<file path="src/rtl/imem_port_arbiter_if.sv">
// Bundle between the imem arbiter, its two requesters (IF fetch, loader/debug) and the imem macro.
// slave: the arbiter's view. master: the requester/memory side's view.
interface imem_port_arbiter_if #(
    parameter int ADDR_W = 32,
    parameter int DATA_W = 32
);
    logic              if_req;
    logic [ADDR_W-1:0] if_addr;
    logic              if_gnt;
    logic              if_rvalid;
    logic [DATA_W-1:0] if_rdata;

    logic              ld_req;
    logic              ld_we;
    logic [ADDR_W-1:0] ld_addr;
    logic [DATA_W-1:0] ld_wdata;
    logic              ld_last;
    logic              ld_gnt;
    logic              ld_rvalid;
    logic [DATA_W-1:0] ld_rdata;

    logic              mem_en;
    logic              mem_we;
    logic [ADDR_W-3:0] mem_addr;
    logic [DATA_W-1:0] mem_wdata;
    logic [DATA_W-1:0] mem_rdata;

    logic              busy;

    modport slave (
        input  if_req, if_addr,
        output if_gnt, if_rvalid, if_rdata,
        input  ld_req, ld_we, ld_addr, ld_wdata, ld_last,
        output ld_gnt, ld_rvalid, ld_rdata,
        output mem_en, mem_we, mem_addr, mem_wdata,
        input  mem_rdata,
        output busy
    );

    modport master (
        output if_req, if_addr,
        input  if_gnt, if_rvalid, if_rdata,
        output ld_req, ld_we, ld_addr, ld_wdata, ld_last,
        input  ld_gnt, ld_rvalid, ld_rdata,
        input  mem_en, mem_we, mem_addr, mem_wdata,
        output mem_rdata,
        input  busy
    );
endinterface

</file>
<file path="src/rtl/imem_port_arbiter.sv">
// Single-port imem arbiter: fetch has priority, starvation counter forces loader slots.
// Define IMEM_LD_LOCK_EN to lock the memory to the loader for the length of a burst.
//
// state   | meaning
// ST_ARB  | per-cycle arbitration, fetch first unless the loader is starved
// ST_LOCK | loader burst in progress, only ld_req is granted (IMEM_LD_LOCK_EN only)
module imem_port_arbiter #(
    parameter int ADDR_W     = 32,
    parameter int DATA_W     = 32,
    parameter int STARVE_MAX = 8
) (
    input logic                clk,
    input logic                rst_n,
    imem_port_arbiter_if.slave bus
);
    localparam int CNT_W = $clog2(STARVE_MAX + 1);
    localparam logic [CNT_W-1:0] CNT_MAX = CNT_W'(STARVE_MAX);

    typedef enum logic {ST_ARB, ST_LOCK} state_t;

    state_t            state_q, state_d;
    logic [CNT_W-1:0]  starve_cnt_q, starve_cnt_d;
    logic              rsp_valid_q, rsp_valid_d;
    logic              rsp_owner_q, rsp_owner_d;   // 1 = loader owns the response
    logic [DATA_W-1:0] if_hold_q, if_hold_d;
    logic [DATA_W-1:0] ld_hold_q, ld_hold_d;

    logic gnt_if, gnt_ld, starved, lock_active;
    logic unused_bits;

    assign unused_bits = ^{bus.if_addr[1:0], bus.ld_addr[1:0], bus.ld_last};

    assign lock_active = (state_q == ST_LOCK);
    assign starved     = bus.ld_req && (starve_cnt_q == CNT_MAX);

    // Grants are gated by rst_n so every output reads 0 while reset is asserted.
    always_comb begin
        gnt_if = 1'b0;
        gnt_ld = 1'b0;
        if (rst_n) begin
            if (lock_active)
                gnt_ld = bus.ld_req;
            else if (bus.if_req && !starved)
                gnt_if = 1'b1;
            else
                gnt_ld = bus.ld_req;
        end
    end

    assign bus.if_gnt    = gnt_if;
    assign bus.ld_gnt    = gnt_ld;
    assign bus.mem_en    = gnt_if | gnt_ld;
    assign bus.mem_we    = gnt_ld & bus.ld_we;
    assign bus.mem_addr  = gnt_ld ? bus.ld_addr[ADDR_W-1:2] :
                           gnt_if ? bus.if_addr[ADDR_W-1:2] : '0;
    assign bus.mem_wdata = (gnt_ld && bus.ld_we) ? bus.ld_wdata : '0;

    assign bus.if_rvalid = rsp_valid_q & ~rsp_owner_q;
    assign bus.ld_rvalid = rsp_valid_q &  rsp_owner_q;
    assign bus.if_rdata  = bus.if_rvalid ? bus.mem_rdata : if_hold_q;
    assign bus.ld_rdata  = bus.ld_rvalid ? bus.mem_rdata : ld_hold_q;
    assign bus.busy      = lock_active | rsp_valid_q;

    always_comb begin
        rsp_valid_d = gnt_if | (gnt_ld & ~bus.ld_we);
        rsp_owner_d = gnt_ld;

        if_hold_d = if_hold_q;
        ld_hold_d = ld_hold_q;
        if (bus.if_rvalid) if_hold_d = bus.mem_rdata;
        if (bus.ld_rvalid) ld_hold_d = bus.mem_rdata;

        starve_cnt_d = starve_cnt_q;
        if (!lock_active) begin
            if (!bus.ld_req || gnt_ld)
                starve_cnt_d = '0;
            else if (gnt_if && starve_cnt_q != CNT_MAX)
                starve_cnt_d = starve_cnt_q + 1'b1;
        end

        state_d = state_q;
`ifdef IMEM_LD_LOCK_EN
        if (gnt_ld)
            state_d = bus.ld_last ? ST_ARB : ST_LOCK;
`else
        state_d = ST_ARB;
`endif
    end

    always_ff @(posedge clk or negedge rst_n) begin
        if (!rst_n) begin
            state_q      <= ST_ARB;
            starve_cnt_q <= '0;
            rsp_valid_q  <= 1'b0;
            rsp_owner_q  <= 1'b0;
            if_hold_q    <= '0;
            ld_hold_q    <= '0;
        end else begin
            state_q      <= state_d;
            starve_cnt_q <= starve_cnt_d;
            rsp_valid_q  <= rsp_valid_d;
            rsp_owner_q  <= rsp_owner_d;
            if_hold_q    <= if_hold_d;
            ld_hold_q    <= ld_hold_d;
        end
    end
endmodule
</file>
<file path="src/flat_wrapper.sv">
// flat-port wrapper written by rule: the top's interface ports become plain ports
module imem_port_arbiter_flat 
#(
    parameter int ADDR_W     = 32,
    parameter int DATA_W     = 32,
    parameter int STARVE_MAX = 8
)
  (clk, rst_n, bus_if_req, bus_if_addr, bus_if_gnt, bus_if_rvalid, bus_if_rdata, bus_ld_req, bus_ld_we, bus_ld_addr, bus_ld_wdata, bus_ld_last, bus_ld_gnt, bus_ld_rvalid, bus_ld_rdata, bus_mem_en, bus_mem_we, bus_mem_addr, bus_mem_wdata, bus_mem_rdata, bus_busy);
  imem_port_arbiter_if #(.ADDR_W(ADDR_W), .DATA_W(DATA_W)) bus_i ();
  input logic clk;
  input logic rst_n;
  input wire logic [$bits(bus_i.if_req)-1:0] bus_if_req;
  input wire logic [$bits(bus_i.if_addr)-1:0] bus_if_addr;
  output wire logic [$bits(bus_i.if_gnt)-1:0] bus_if_gnt;
  output wire logic [$bits(bus_i.if_rvalid)-1:0] bus_if_rvalid;
  output wire logic [$bits(bus_i.if_rdata)-1:0] bus_if_rdata;
  input wire logic [$bits(bus_i.ld_req)-1:0] bus_ld_req;
  input wire logic [$bits(bus_i.ld_we)-1:0] bus_ld_we;
  input wire logic [$bits(bus_i.ld_addr)-1:0] bus_ld_addr;
  input wire logic [$bits(bus_i.ld_wdata)-1:0] bus_ld_wdata;
  input wire logic [$bits(bus_i.ld_last)-1:0] bus_ld_last;
  output wire logic [$bits(bus_i.ld_gnt)-1:0] bus_ld_gnt;
  output wire logic [$bits(bus_i.ld_rvalid)-1:0] bus_ld_rvalid;
  output wire logic [$bits(bus_i.ld_rdata)-1:0] bus_ld_rdata;
  output wire logic [$bits(bus_i.mem_en)-1:0] bus_mem_en;
  output wire logic [$bits(bus_i.mem_we)-1:0] bus_mem_we;
  output wire logic [$bits(bus_i.mem_addr)-1:0] bus_mem_addr;
  output wire logic [$bits(bus_i.mem_wdata)-1:0] bus_mem_wdata;
  input wire logic [$bits(bus_i.mem_rdata)-1:0] bus_mem_rdata;
  output wire logic [$bits(bus_i.busy)-1:0] bus_busy;
  assign bus_i.if_req = bus_if_req;
  assign bus_i.if_addr = bus_if_addr;
  assign bus_if_gnt = bus_i.if_gnt;
  assign bus_if_rvalid = bus_i.if_rvalid;
  assign bus_if_rdata = bus_i.if_rdata;
  assign bus_i.ld_req = bus_ld_req;
  assign bus_i.ld_we = bus_ld_we;
  assign bus_i.ld_addr = bus_ld_addr;
  assign bus_i.ld_wdata = bus_ld_wdata;
  assign bus_i.ld_last = bus_ld_last;
  assign bus_ld_gnt = bus_i.ld_gnt;
  assign bus_ld_rvalid = bus_i.ld_rvalid;
  assign bus_ld_rdata = bus_i.ld_rdata;
  assign bus_mem_en = bus_i.mem_en;
  assign bus_mem_we = bus_i.mem_we;
  assign bus_mem_addr = bus_i.mem_addr;
  assign bus_mem_wdata = bus_i.mem_wdata;
  assign bus_i.mem_rdata = bus_mem_rdata;
  assign bus_busy = bus_i.busy;
  imem_port_arbiter #(.ADDR_W(ADDR_W), .DATA_W(DATA_W), .STARVE_MAX(STARVE_MAX)) u_core (.clk(clk), .rst_n(rst_n), .bus(bus_i));
endmodule
</file>
<file path="config.mk">
export PLATFORM = sky130hd
export DESIGN_NAME = imem_port_arbiter_flat
export DESIGN_NICKNAME = d
export VERILOG_FILES = /design/src/rtl/imem_port_arbiter_if.sv /design/src/rtl/imem_port_arbiter.sv /design/src/flat_wrapper.sv
export SDC_FILE = /design/constraint.sdc
export NUM_CORES = 1
export LEC_CHECK = 0
export CORE_AREA = 2 2 103 105
export CTS_BUF_LIST = sky130_fd_sc_hd__clkbuf_4 sky130_fd_sc_hd__clkbuf_8 sky130_fd_sc_hd__clkbuf_16
export CTS_CLUSTER_SIZE = 30
export DETAILED_ROUTE_END_ITERATION = 6
export DIE_AREA = 0 0 105 107
export GPL_ROUTABILITY_DRIVEN = 0
export GPL_TIMING_DRIVEN = 0
export HOLD_SLACK_MARGIN = 0.08
export PLACE_DENSITY = 0.8
export SETUP_SLACK_MARGIN = 0.5
export SYNTH_ARGS = -nofsm -noshare
export SYNTH_HDL_FRONTEND = slang
export SYNTH_SLANG_ARGS = --single-unit
</file>
<file path="constraint.sdc">
create_clock -name clk -period 2.9 [get_ports clk]
set_input_delay 0.435 -clock clk [delete_from_list [all_inputs] [get_ports clk]]
set_output_delay 0.435 -clock clk [all_outputs]
set_load 0.005 [all_outputs]
</file>
## After elaboration in Yosys (flattened, before gate mapping)

Cells that the tools add are included.
Widths: inputs -> output; s select.

- Register bits after elaboration: 70
- Word-level logic and storage cells: 35
- Memories kept: 0
- RAM bits: 0
- Latch bits: 0
- ROM bits: 0

- Divide/modulo/power cells: 0
- Multiply operators: 0
- Eq/ne operators: 2
- Shift operators: 0
- Add/subtract/negate cells: 1
- Bitwise logic cells: 8
- Mux-type cells: 11
- Reduce and logical (&&, ||, !) cells: 8
- Magnitude comparators: 0

Operators with widths:

| cell | number |
|---|---|
| $mux 32 | 3 |
| $mux 30 | 2 |
| $mux 4 | 2 |
| $add 4x1->4 const B | 1 |
| $and 1x1->1 | 4 |
| $eq 4x4->1 const B | 1 |
| $logic_and 1x1->1 | 4 |
| $mux 1 | 4 |
| $ne 4x4->1 const B | 1 |
| $logic_not 1->1 | 2 |
| $not 1->1 | 2 |
| $or 1x1->1 | 2 |
| $reduce_bool 2->1 | 1 |
| $logic_or 1x1->1 | 1 |

## Longest topological paths before layout

Gate-level depths: netlist of run 1.

- Word-level depth: 9
- Mapped depth: 6
- Mapped depth without buffers: 5

## Least setup slack after synthesis of run 1

No wires, ideal clock.

- Kind: reg-to-output
- Start point: register u_core.starve_cnt_q[0]
- End point: output port bus_mem_addr[21]
- Buffers on the path: 1
- Path slack: 1.072 ns
- Required time: 2.465 ns
- Stages on the path, launching flop included: 7
- Data arrival time: 1.393 ns
- Cell sequence: dfrtp_1 > inv_1 > ha_1 > nand3b_4 > o211a_4 > buf_6 > a22o_2

- Longest elaborated chain between the ends: 8

Ends and longest elaborated chain:

| what | RTL line | text |
|---|---|---|
| start, declared | imem_port_arbiter.sv:22 | `logic [CNT_W-1:0] starve_cnt_q, starve_cnt_d;` |
| start signal, assigned | imem_port_arbiter.sv:100 | `starve_cnt_q <= starve_cnt_d;` |
| $eq 4x4->1 | imem_port_arbiter.sv:34 | `assign starved = bus.ld_req && (starve_cnt_q == CNT_MAX);` |
| $logic_and 1x1->1 | imem_port_arbiter.sv:34 |  |
| $logic_not 1->1 | imem_port_arbiter.sv:43 | `else if (bus.if_req && !starved)` |
| $logic_and 1x1->1 | imem_port_arbiter.sv:43 |  |
| $mux 1 | imem_port_arbiter.sv:43 |  |
| $mux 1 | imem_port_arbiter.sv:40 | `if (rst_n) begin` |
| net bus_if_gnt | flat_wrapper.sv:14 | `output wire logic [$bits(bus_i.if_gnt)-1:0] bus_if_gnt;` |
| $mux 30 | imem_port_arbiter.sv:55 | `gnt_if ? bus.if_addr[ADDR_W-1:2] : '0;` |
| $mux 30 | imem_port_arbiter.sv:54 | `assign bus.mem_addr = gnt_ld ? bus.ld_addr[ADDR_W-1:2] :` |
| end, declared | flat_wrapper.sv:27 | `output wire logic [$bits(bus_i.mem_addr)-1:0] bus_mem_addr;` |

The timed path passes the listed nets, and every way through them passes these cells.

## Worst setup path after layout of run 1

- Start point: register u_core.rsp_valid_q
- End point: output port bus_ld_rdata[4]

- Longest elaborated chain between the ends: 2

Ends and longest elaborated chain:

| what | RTL line | text |
|---|---|---|
| start, declared | imem_port_arbiter.sv:23 | `logic rsp_valid_q, rsp_valid_d;` |
| start signal, assigned | imem_port_arbiter.sv:101 | `rsp_valid_q <= rsp_valid_d;` |
| $and 1x1->1 | imem_port_arbiter.sv:59 | `assign bus.ld_rvalid = rsp_valid_q & rsp_owner_q;` |
| $mux 32 | imem_port_arbiter.sv:61 | `assign bus.ld_rdata = bus.ld_rvalid ? bus.mem_rdata : ld_hold_q;` |
| end, declared | flat_wrapper.sv:24 | `output wire logic [$bits(bus_i.ld_rdata)-1:0] bus_ld_rdata;` |

Every way passes these cells.

==> results of run 1 <==
cell families after synthesis:
group,count (synthesis),share of synthesized area [%]
flip-flops,70,53.6
XOR/XNOR,1,0.268
adder cells (fa/ha/maj),2,0.766
multiplexers,64,22.1
AND/OR/NAND/NOR,44,8.35
buffers and inverters,24,3.95
AO/OA/AOI/OAI,39,11.0
report_power, final:
| part | switching (mW) | leakage [nW] | internal (mW) |
|---|---|---|---|
| Sequential | 0.0516 | 0.827 | 1.17 |
| Clock | 0.377 | 0.103 | 0.427 |
| Combinational | 0.370 | 2.40 | 0.689 |
cells in the mapped netlist, drive strengths merged:
library cell	count	area share, %
o21bai	1	0.23
o32ai	1	0.27
clkbuf	6	0.80
nand3	1	0.15
a22o	30	8.4
a21oi	1	0.50
nor2b	2	0.38
mux2	64	22
o211a	1	0.54
o21ai	2	0.31
xor2	1	0.27
o21a	1	0.23
a32o	1	0.31
nand3b	1	0.61
nand2	6	0.69
and2	1	0.19
buf	13	2.6
inv	5	0.57
and3	33	6.3
dfrtp	70	54
a21boi	1	0.23
ha	2	0.77
worst max-delay path: stages (launching register included):
cell,delay [ps]
dfrtp_1,380
buf_4,160
nand2_8,100
bufbuf_16,260
mux2_2,340
clkdlybuf4s50_1,450
routing by layer:
metal  track usage, %  vias up  wire, µm
met5                0        -         0
met4             8.95        0       308
met1             21.4     1525      4460
met2             39.9      155      6850
met3             4.86       19       794
li1                 -     1516         -
state kept, by name, summed over array words and instances, names as in the netlist:
name,count
u_core.rsp_valid_q,1
u_core.ld_hold_q,32
u_core.if_hold_q,32
u_core.starve_cnt_q,4
u_core.rsp_owner_q,1
worst paths after layout:
path,cells after the start,end,startpoint
worst max-delay path,5,bus_ld_rdata[4],u_core.rsp_valid_q$_DFF_PN0_
worst min-delay path,1,u_core.if_hold_q[27]$_DFF_PN0_,rst_n
worst max register to register,7,u_core.if_hold_q[20]$_DFF_PN0_,u_core.rsp_owner_q$_DFF_PN0_
worst min register to register,1,u_core.if_hold_q[7]$_DFF_PN0_,u_core.if_hold_q[7]$_DFF_PN0_
max in group asynchronous,1,u_core.rsp_owner_q$_DFF_PN0_,rst_n
min in group clk,1,u_core.if_hold_q[7]$_DFF_PN0_,u_core.if_hold_q[7]$_DFF_PN0_
final cells by class:
type / count / area, µm²
multi-input combinational: 150 / 1480
tap: 136 / 170
clock inverter: 6 / 68.8
sequential: 70 / 1750
timing repair buffer: 298 / 2800
inverter: 5 / 18.8
buffer: 19 / 234
clock buffer: 10 / 138
fill: 836 / 3430
through the flow:
| step | util, % | instances |
|---|---|---|
| after floorplan | - | 244 |
| final | 66.0 | 694 |
| after CTS | 64.8 | 681 |
| after global placement | 59.9 | 641 |
| after global routing | 66.0 | 694 |
| after detailed placement | 59.9 | 641 |
timing repair:
action                                  CTS  global route
cloned                                    4             3
setup buffers                            20            10
hold endpoints to repair                 70            70
pin swaps                                 3            14
gates resized for setup                 184           173
endpoints found under the setup margin  124           113
==> out/qor.yml, run 1 <==
cts_tree: "built"
status: "finished with violations"
area_growth_pct: 104
fp.dieH_um: 107
die-area_um2: 11200
synth_cell_types: 25
ant_nets: 0
crit_path_max_fanout: 5
finClkSkew_ps: 5.35
final_common_cell: "clkdlybuf4s50_1"
drive_gt1_share_pct: 40.1
critPathKind: "reg2out"
p_leak_nw: 3.33
avgSynthCellArea_um2: 13.4
final_cell_mix: "clkdlybuf4s50_1 (142), dfrtp_1 (69), mux2_2 (61)"
fmax_mhz: 406
synth.ff_latch_count: 70
fin_crit_sh_pct: 85.0
min_period_ps: 2460
overflow: 0
drtPass1Iterations: 4
ys_warn_count: 0
pin_count: 267
insertion_delay_ps: 340
power_density_nw_per_um2: 462
r2r_slack_ps: 1260
violations: "hold timing"
portBuffers: 261
synth_area_um2: 3270
setup_viol: 0
rows: 37
viasPerCell: 4.63
drv_slew: 0
fin_ws_ps: 436
pre_cts_ws_ps: -303
grt_pass1_vias: 3482
cp.arrival_ps: 2030
wl_per_cell_um: 17.9
grt.total_usage_pct: 20.8
drtIter0Drc: 91
finalPower_mw: 3.08
clockRootBuffer: "clkbuf_8"
max-cap-violations: 0
synth_nets: 380
whs_ps: -0.995
cts_sinks: 70
clkTransAtPathRegs_ps: 80
final_nets: 689
grt_max_degree: 77
clk_path_buf_depth: 2
cp-start-kind: "flop"
dp_hpwl_um: 9450
h-tree-depth: 3
start_util_pct: 32.4
vdd_ir_drop_max_uv: 222
antenna_found_initial: 0
rsz0062_at_grt: "true"
diodes: 0
tightest_slew_ps: 425
placed_area_um2: 6050
slew_headroom_pct: 71.7
drc: 0
synth_cells: 244
final_area_um2: 6670
die_width_um: 105
critPathRequiredTime_ps: 2470
wirelength_um: 12400
cts_buffers: 9
grt_pass1_wl_um: 18100
yosysSeqAreaShare_pct: 53.6
fin_tns_setup_ps: 0
core-area_um2: 10100
vias: 3215
finalHoldViolations: 1
endpoint_kind: "output pin"
min_path_type: "in2async"
Power figures use the tool's default switching activity.
==> inputs of run 2 (changes only) <==
CORE_AREA = default   (was 2 2 103 105)
CORE_MARGIN = 1   (was default)
CORE_UTILIZATION = 30   (was default)
DIE_AREA = default   (was 0 0 105 107)
PLACE_DENSITY = 0.78   (was 0.8)
clock period = 2.2 ns   (was 2.9 ns; I/O delays follow)
==> run 2 against run 1 <==
  * The run ends with setup timing left
  * Via count increased by 11%
  * Sequential cell count unchanged
  * Final cell count increased by 7.9%
  * Critical path depth increased by 4
  * Routed wire length increased by 16%
  * Clock-buffer cell count increased by 1
  * Total power increased by 46%
  * Sequential share of layout area decreased by 3.7 points
  * Global-route usage increased by 1.6 points
  * Non-clock buffer count increased by 55
  * Sequential power increased by 33%
==> out/qor.yml, run 2 (synthesized netlist as in run 1, its figures left out) <==
final_common_cell: "buf_6"  # was clkdlybuf4s50_1
top_regs: "u_core.if_hold_q x32, u_core.ld_hold_q x32, u_core.starve_cnt_q x4"  # unchanged
critPathRequiredTime_ps: 1870  # was 2470 ps
r2r-end: "u_core.if_hold_q[1]$_DFF_PN0_"  # was u_core.if_hold_q[20]$_DFF_PN0_
drv_slew: 0  # unchanged
hold_end: "u_core.starve_cnt_q[3]$_DFFE_PN0P_"
overflow: 0  # unchanged
rsz0062_at_grt: "true"  # unchanged
p_clk_share_pct: 21.0  # was 26.1%
max-cap-violations: 0  # unchanged
path_cells: "inv_1, ha_2, nand3b_4, a21oi_4, buf_12, buf_6, buf_8, and3_4, buf_6"  # was buf_4, nand2_8, bufbuf_16, mux2_2, clkdlybuf4s50_1
die-area_um2: 11300  # was 11200 µm²
clockRootBuffer: "clkbuf_8"  # unchanged
wirelength_um: 14400  # was 12400 µm
core-area_um2: 10400  # was 10100 µm²
cp-start-kind: "flop"  # unchanged
power.switching_mw: 1.21  # was 799 µW
fp.dieH_um: 106  # was 107 µm
vdd_ir_drop_max_uv: 334  # was 222 µV
start_util_pct: 31.4  # was 32.4%
drive_gt1_share_pct: 56.3  # was 40.1%
clk_path_buf_depth: 2  # unchanged
grt.total_usage_pct: 22.4  # was 20.8%
cts_sinks: 70  # unchanged
finalHoldViolations: 0  # was 1
hp-start: "rst_n"
r2r_start: "u_core.rsp_valid_q$_DFF_PN0_"  # was u_core.rsp_owner_q$_DFF_PN0_
p_leak_nw: 3.90  # was 3.33 nW
pwr-share-comb_pct: 43.0  # was 34.4%
cts_buffers: 9  # unchanged
portBuffers: 261  # unchanged
min_period_ps: 2240
intPower_mw: 3.30  # was 2.28 mW
p_sw_share_pct: 26.8  # was 25.9%
clkTransAtPathRegs_ps: 70  # was 80 ps
violations: "setup timing"  # was hold timing
r2r_slack_ps: 520  # was 1260 ps
critPathKind: "reg2out"  # unchanged
dp_hpwl_um: 8930  # was 9450 µm
layoutNonFillerInstCount: 749  # was 694
ant_nets: 0  # unchanged
seqPwrFrac_pct: 36.0  # was 39.5%
rr_worst_depth: 8  # was 7
grt_pass1_vias: 3596  # was 3482
drc: 0  # unchanged
cp.arrival_ps: 1910  # was 2030 ps
tightest_slew_ps: 461  # was 425 ps
die_width_um: 106  # was 105 µm
min_path_type: "in2reg"  # was in2async
insertion_delay_ps: 340  # about the same
rows: 37  # unchanged
drtIter0Drc: 121  # was 91
final_area_um2: 7750  # was 6670 µm²
fin_ws_ps: -39.2  # was 436 ps
antenna_found_initial: 0  # unchanged
diodes: 0  # unchanged
drtPass1Iterations: 4  # unchanged
placed_area_um2: 6050  # about the same
hold_path_depth: 4
endpoint_kind: "output pin"  # unchanged
cts_tree: "built"  # unchanged
setup_viol: 30  # was 0
vias: 3575  # was 3215
cpMaxStageDelayCell: "dfrtp_1"  # was clkdlybuf4s50_1
finClkSkew_ps: 9.27  # was 5.35 ps
grt_max_degree: 39  # was 77
h-tree-depth: 3  # unchanged
final_cell_mix: "buf_6 (147), clkdlybuf4s50_1 (126), dfrtp_1 (70)"  # was clkdlybuf4s50_1 (142), dfrtp_1 (69), mux2_2 (61)
crit_path_frequent_cell: "buf_6"
placed_cells: 641  # unchanged
final_nets: 744  # was 689
critical_path.max_stage_delay_ps: 390  # was 450 ps
viasPerCell: 4.77  # was 4.63
grt_pass1_wl_um: 19400  # was 18100 µm
fmax_mhz: 447
wl_per_cell_um: 19.3  # was 17.9 µm
fin_crit_sh_pct: 102
crit_path_max_fanout: 7  # was 5
pin_count: 267  # unchanged
power_density_nw_per_um2: 582  # was 462 nW/µm²
area_growth_pct: 137  # was 104%
slew_headroom_pct: 69.3  # was 71.7%
status: "finished with violations"  # unchanged
[run 2: cell count changes in the layout (fill, tap and decap cells not counted), moves of 4 or more]
cell,before,now
dlygate4sd2_1,13,1
clkdlybuf4s15_1,9,1
buf_16,0,4
clkbuf_2,46,3
dlymetal6s2s_1,29,1
buf_6,17,147
buf_2,16,41
clkdlybuf4s50_1,142,126
mux2_2,61,0
a22o_4,3,9
mux2_4,3,64
a22o_2,5,0
[run 2: stage by stage]
| step | setup WS (ps) | util (%) | total power [mW] | hold slack, ps | setup TNS [ps] |
|---|---|---|---|---|---|
| finish | -39.2 | 74.5 | 4.51 | 329 | -339 |
| CTS | -77.8 | 68.0 | 4.20 | 310 | -1490 |
| detailed placement | -854 | 58.1 | 3.03 | 481 | -44810 |
| global placement | -3210 | 58.1 | 3.00 | 477 | -324930 |
| global route | -122 | 74.5 | 4.72 | 332 | -4680 |
| floorplan | 478 | - | 2.06 | 34.4 | 0 |
[run 2: area by class of cell]
class | count | area (µm²)
fillers | 675 | 2660
flip-flops and latches | 70 | 1750
well taps | 136 | 170
multi-input cells | 150 | 1760
inverters | 5 | 18.8
repair buffers | 353 | 3630
plain buffers | 19 | 238
clock inverters | 5 | 33.8
clock buffers | 11 | 145
[run 2: power by group through the flow]
stage          logic [mW]  clock network, mW  registers (mW)
2_1_floorplan       0.456                  0            1.60
3_3_place_gp         1.39                  0            1.61
3_5_place_dp         1.41                  0            1.62
4_1_cts              1.63              0.965            1.60
5_1_grt              2.03               1.04            1.64
6_report             1.94              0.948            1.62
[run 2: worst max-delay path: cells and delay by family (launching register included)]
| family | cells | cell delay (ps) |
|---|---|---|
| AO/OA/AOI/OAI | 1 | 190 |
| AND/OR/NAND/NOR | 2 | 310 |
| adder cells (fa/ha/maj) | 1 | 190 |
| buffers and inverters | 5 | 500 |
| flip-flops | 1 | 390 |
[run 2: metal layers]
| metal | global-route usage (%) | wire [µm] |
|---|---|---|
| met1 | 24.8 | 5490 |
| met4 | 7.74 | 427 |
| met3 | 4.97 | 768 |
| met2 | 41.8 | 7760 |
| met5 | 0 | 0 |
[run 2: timing repair]
action / 4_1_cts / 5_1_grt
pin swaps: 39 / 6
buffers inserted: 38 / 40
hold endpoints to repair: 70 / 0
gates cloned: 9 / 2
resized for setup: 643 / 155
endpoints found under the setup margin: 132 / 132
hold buffers: 3 / 0
[run 2: worst max path at each step]
stage / startpoint / to / slack (ps) / cells after the start
finish: u_core.starve_cnt_q[0]$_DFFE_PN0P_ / bus_mem_wdata[19] / -40 / 9
global route: u_core.starve_cnt_q[1]$_DFFE_PN0P_ / bus_mem_wdata[19] / -120 / 9
CTS: u_core.starve_cnt_q[0]$_DFFE_PN0P_ / bus_mem_addr[23] / -80 / 7
detailed placement: rst_n / bus_mem_addr[23] / -850 / 6
global placement: rst_n / bus_mem_addr[23] / -3210 / 6
floorplan: u_core.starve_cnt_q[0]$_DFFE_PN0P_ / bus_mem_addr[21] / 480 / 6
==> inputs of run 3 (changes only) <==
CELL_PAD_IN_SITES_DETAIL_PLACEMENT = 0   (was default)
CELL_PAD_IN_SITES_GLOBAL_PLACEMENT = 1   (was default)
CORE_UTILIZATION = 21   (was 30)
PLACE_DENSITY = 0.76   (was 0.78)
==> run 3 against run 2 <==
  * The run still ends with setup timing left
  * Cell area grew 5.7%
  * Clock-buffer cell count grew 1
  * Total power grew 11%
  * Global-route usage shrank 5.5 points
  * Setup slack lost 26 ps
  * Sequential cell count is the same
  * Critical path depth shrank 1
  * First-iteration DRC count shrank 39%
==> out/qor.yml, run 3 (synthesized netlist as in run 1, its figures left out) <==
fin_ws_ps: -65.5  # was -39.2 ps
drv_slew: 0  # unchanged
cts_buffers: 9  # unchanged
pin_count: 267  # unchanged
p_leak_nw: 4.03  # was 3.90 nW
min_period_ps: 2270  # was 2240 ps
dp_hpwl_um: 8990  # was 8930 µm
placed_cells: 694  # was 641
insertion_delay_ps: 330  # was 340 ps
die_width_um: 127  # was 106 µm
wirelength_um: 14900  # was 14400 µm
tightest_slew_ps: 918  # was 461 ps
fp.dieH_um: 127  # was 106 µm
ant_nets: 0  # unchanged
placed_area_um2: 6140  # was 6050 µm²
final_cell_mix: "buf_6 (148), clkdlybuf4s50_1 (126), dfrtp_1 (70)"  # was buf_6 (147), clkdlybuf4s50_1 (126), dfrtp_1 (70)
slew_headroom_pct: 38.6  # was 69.3%
finalHoldViolations: 0  # unchanged
final_util_pct: 53.9  # was 74.5%
crit_family: "compound AO/OA/AOI/OAI gates"  # was buffers and inverters
rsz0062_at_grt: "true"  # unchanged
h-tree-depth: 3  # unchanged
fmax_mhz: 441  # was 447 MHz
path_cells: "inv_2, ha_4, nand3b_4, o211a_4, buf_6, buf_6, a22o_1, buf_2"  # was inv_1, ha_2, nand3b_4, a21oi_4, buf_12, buf_6, buf_8, and3_4, buf_6
drc: 0  # unchanged
max-cap-violations: 0  # unchanged
antenna_found_initial: 1  # was 0
grt_pass1_vias: 3770  # was 3596
hold_path_depth: 3  # was 4
area_growth_pct: 151  # was 137%
layoutNonFillerInstCount: 819  # was 749
drtIter0Drc: 74  # was 121
cpMaxStageDelayCell: "dfrtp_1"  # unchanged
pre_cts_ws_ps: -592  # was -854 ps
final_nets: 762  # was 744
clkTransAtPathRegs_ps: 50  # was 70 ps
portBuffers: 261  # unchanged
nFillCells: 1307  # was 675
crit_path_max_fanout: 5  # was 7
wl_per_cell_um: 18.1  # was 19.3 µm
grt_max_degree: 29  # was 39
critPathKind: "reg2out"  # unchanged
grt_pass1_wl_um: 20600  # was 19400 µm
endpoint_kind: "output pin"  # unchanged
critical_path.max_stage_delay_ps: 390  # about the same
clockRootBuffer: "clkbuf_16"  # was clkbuf_8
finClkSkew_ps: 3.63  # was 9.27 ps
diodes: 0  # unchanged
core-area_um2: 15200  # was 10400 µm²
rr_worst_depth: 8  # unchanged
grt.total_usage_pct: 16.9  # was 22.4%
cts_tree: "built"  # unchanged
final_common_cell: "buf_6"  # unchanged
drtPass1Iterations: 5  # was 4
critPathRequiredTime_ps: 1870  # about the same
vdd_ir_drop_max_uv: 386  # was 334 µV
drive_gt1_share_pct: 59.1  # was 56.3%
top_regs: "u_core.if_hold_q x32, u_core.ld_hold_q x32, u_core.starve_cnt_q x4"  # unchanged
power_density_nw_per_um2: 610  # was 582 nW/µm²
cp.arrival_ps: 1940  # was 1910 ps
cts_sinks: 70  # unchanged
cp-start-kind: "flop"  # unchanged
setup_viol: 25  # was 30
vias: 3593  # was 3575
fin_crit_sh_pct: 103  # was 102%
clk_path_buf_depth: 2  # unchanged
regArea_um2: 1750  # unchanged
crit_path_frequent_cell: "buf_6"  # unchanged
status: "finished with violations"  # unchanged
crit_cells: 8  # was 9
viasPerCell: 4.39  # was 4.77
rows: 45  # was 37
die-area_um2: 16100  # was 11300 µm²
start_util_pct: 21.5  # was 31.4%
final_area_um2: 8200  # was 7750 µm²
crit_buf_inv: 4  # was 5
multiInputGateArea_um2: 1820  # was 1760 µm²
overflow: 0  # unchanged
violations: "setup timing"  # unchanged
min_path_type: "in2reg"  # unchanged
-- run 3: cell count changes in the layout (fill, tap and decap cells not counted), moves of 9 or more --
cell | before | now
buf_4 | 20 | 34
clkbuf_8 | 12 | 1
and3_1 | 23 | 14
and3_4 | 10 | 19
clkbuf_16 | 2 | 11
-- run 3: what timing repair did --
| item | in CTS | in global routing |
|---|---|---|
| endpoints found under the setup margin | 132 | 133 |
| setup buffers | 45 | 46 |
| cloned | 13 | 2 |
| hold buffers | 3 | 0 |
| endpoints found under the hold margin | 28 | 0 |
| resized for setup | 570 | 226 |
| pin swaps | 38 | 14 |
-- run 3: final timing paths --
check / start / end / slack, ps
min in group asynchronous: rst_n / u_core.if_hold_q[3]$_DFF_PN0_ / 660
max in group asynchronous: rst_n / u_core.if_hold_q[22]$_DFF_PN0_ / 960
setup / recovery: u_core.starve_cnt_q[1]$_DFFE_PN0P_ / bus_mem_addr[20] / -70
hold reg to reg: u_core.ld_hold_q[14]$_DFF_PN0_ / u_core.ld_hold_q[14]$_DFF_PN0_ / 500
setup reg to reg: u_core.rsp_valid_q$_DFF_PN0_ / u_core.if_hold_q[15]$_DFF_PN0_ / 520
hold / removal: bus_if_req / u_core.starve_cnt_q[2]$_DFFE_PN0P_ / 410
-- run 3: worst reg2reg max path, stage by stage (launching register included) --
cell and delay (ps):
dfrtp_1 380, nor2b_4 130, buf_8 140, buf_6 120, buf_6 100, buf_12 120, buf_16 130, mux2_4 310
buf_4 140
-- run 3: where the power goes --
| group | total, mW | leakage [nW] | switching (mW) | internal (mW) |
|---|---|---|---|---|
| Clock | 1.35 | 0.139 | 0.536 | 0.812 |
| Combinational | 2.02 | 3.06 | 0.644 | 1.38 |
| Sequential | 1.63 | 0.829 | 0.0847 | 1.54 |
-- run 3: per-stage QoR --
| step | power (mW) | setup TNS [ps] | hold slack [ps] |
|---|---|---|---|
| 6_report | 5.00 | -958 | 414 |
| 5_1_grt | 5.24 | -4410 | 470 |
| 2_1_floorplan | 2.06 | 0 | 34.4 |
| 3_5_place_dp | 3.04 | -33820 | 246 |
| 4_1_cts | 4.57 | -3990 | 441 |
| 3_3_place_gp | 3.00 | -352360 | 478 |
-- run 3: cell type report --
cell class | count | area share [%]
timing repair buffer | 371 | 47.0
inverter | 5 | 0.290
buffer | 19 | 2.92
multi-input combinational | 150 | 22.1
tap | 188 | 2.87
sequential | 70 | 21.4
clock buffer | 12 | 3.10
clock inverter | 4 | 0.275
-- run 3: metal layers --
metal  GRT usage [%]  vias up  wire [µm]
met5               0        -         13
met4            3.92        2        212
met3            4.85       19        830
met2            31.7      148       8010
met1            18.8     1759       5790
li1                -     1665          -
==> patch, RTL diff (config.mk and constraints of run 3) <==
Reset style: synchronous (`rst_n`), changed in one clocked block.
--- a/src/rtl/imem_port_arbiter.sv
+++ b/src/rtl/imem_port_arbiter.sv
@@ -89,3 +89,3 @@
 
-    always_ff @(posedge clk or negedge rst_n) begin
+    always_ff @(posedge clk) begin
         if (!rst_n) begin
Function: differs if rst_n is asserted again (counterexample within 4 cycles, from zero or initial values and one cycle with rst_n low); with rst_n held inactive, the same outputs for 10 cycles.
==> patch against run 3 <==
- global-route usage up 0.52 points
- worst hold slack worse by 0.13 ns
- fmax up 5.4%
- clock skew up 0.0022 ns
- largest power group is now clock
- area after synthesis up 5.2%
- wire length up 3.1%
- power down 21%
- final area down 2.0%
- worst setup slack better by 0.12 ns
- sequential cell count unchanged
==> patch: results (changes against run 3) <==
Run status
  – Outcome: finished, final reports clean

Placement
  – Dpl cells: 790 (+14%)
  – HPWL after DPL: 10.70 mm (+19%)

Synthesis
  – Seq/Total Area, Yosys: 0.4080 (-0.1284)
  – Top area cells in the synthesized netlist: dfxtp_1 (41%), mux2_2 (13%), and2_1 (12%)
  – Post-synth ARST share: 0 (-1.000)
  – Yosys cell types: 27 (+8.0%)
  – Post-Syn Instances: 313 (+28%)

Setup path
  – Slowest stage cell on the critical path: dfxtp_2
  – Worst Setup SP: u_core.starve_cnt_q[1]
  – Cell family with most CP delay: buffers and inverters
  – Worst endpoint data arrival time: 1.82 ns (-0.12 ns)
  – CP peak stage delay: 0.32 ns (-0.07 ns)
  – Reg-to-reg startpoint: u_core.rsp_owner_q
  – Crit path to: bus_mem_addr[29]
  – Largest fanout on the critical path: 6 (+1)
  – Critical R2R Capture: u_core.if_hold_q[16]

CTS
  – Resized Gates After CTS: 653 (+15%)
  – CTS Buffer Depth: 2 (unchanged)
  – Post-CTS Setup Inserts: 54 (+20%)
  – Later-pin clock latency in the skew report: 0.33 ns (about the same)
  – TritonCTS Buffers: 9 (unchanged)

Power
  – Lkg Pwr: 3.770 nW (-6.4%)
  – VDD IR-drop max: 348.1 µV (-9.8%)

Layout
  – Non-filler cells, final: 889 (+8.5%)
  – Fraction of layout cells with a size suffix above 1: 0.5230 (-0.06809)
  – Fillers: 1,398 (+7.0%)
  – # nets final: 804 (+5.5%)

STA
  – Slew HR: 0.6107 (+0.2246)
  – Crit path time final: 2.150 ns (-0.1154 ns)
  – Clock skew: 0.005782 ns (+0.002155 ns)

GRT
  – Gr usage total: 0.1742 (+0.005184)
  – First-pass GRT wire length: 21.90 mm (+6.2%)
  – Initial antenna violation count: 1 (unchanged)
  – Vias in the first global route: 3,882 (+3.0%)
  – Largest net degree at the start of global routing: 12 (-59%)

Detailed routing
  – Routed WL per cell: 17.23 µm (-5.0%)
  – First drt pass iteration count: 4 (-1)
patch: power breakdown:
group / leakage [nW] / internal (mW) / switching (mW)
Sequential: 0.572 / 1.32 / 0.0171
Clock: 0.153 / 0.963 / 0.537
Combinational: 3.05 / 0.758 / 0.359
patch: final cells by class:
cell class,instances,area (µm²),area share
Multi-Input combinational cell,212,2173,0.2705
Timing Repair Buffer,344,3547,0.4415
Clock buffer,13,267.8,0.03332
Sequential cell,70,1409,0.1753
Buffer,26,306.5,0.03815
Inverter,5,18.77,0.002336
Clock inverter,3,42.54,0.005294
Tap cell,216,270.3,0.03363
patch: kinds of logic (layout without fill, tap and decap cells):
family	after synthesis	in the layout	synth area share
adder cells (fa/ha/maj)	2	2	0.007285
multiplexers	64	64	0.2372
flip-flops	70	70	0.4080
XOR/XNOR	1	1	0.002551
buffers and inverters	31	391	0.05137
AO/OA/AOI/OAI	37	37	0.09654
AND/OR/NAND/NOR	108	108	0.1971
patch: worst min path at each step:
stage                                 from                      to  slack, ns  depth (start not counted)
floorplan                       bus_if_req      u_core.rsp_owner_q       0.42                          1
global placement    u_core.starve_cnt_q[0]  u_core.starve_cnt_q[0]       0.47                          1
detailed placement  u_core.starve_cnt_q[0]  u_core.starve_cnt_q[0]       0.49                          1
CTS                                  rst_n  u_core.starve_cnt_q[0]       0.44                          3
global route                    bus_if_req      u_core.rsp_owner_q       0.30                          2
finish                          bus_if_req      u_core.rsp_owner_q       0.28                          2
patch: layer usage:
metal / GRT usage / part of all wire
met4: 0.07045 / 0.030
met1: 0.1833 / 0.37
met5: 0 / 0.00085
met3: 0.05576 / 0.078
met2: 0.3202 / 0.52
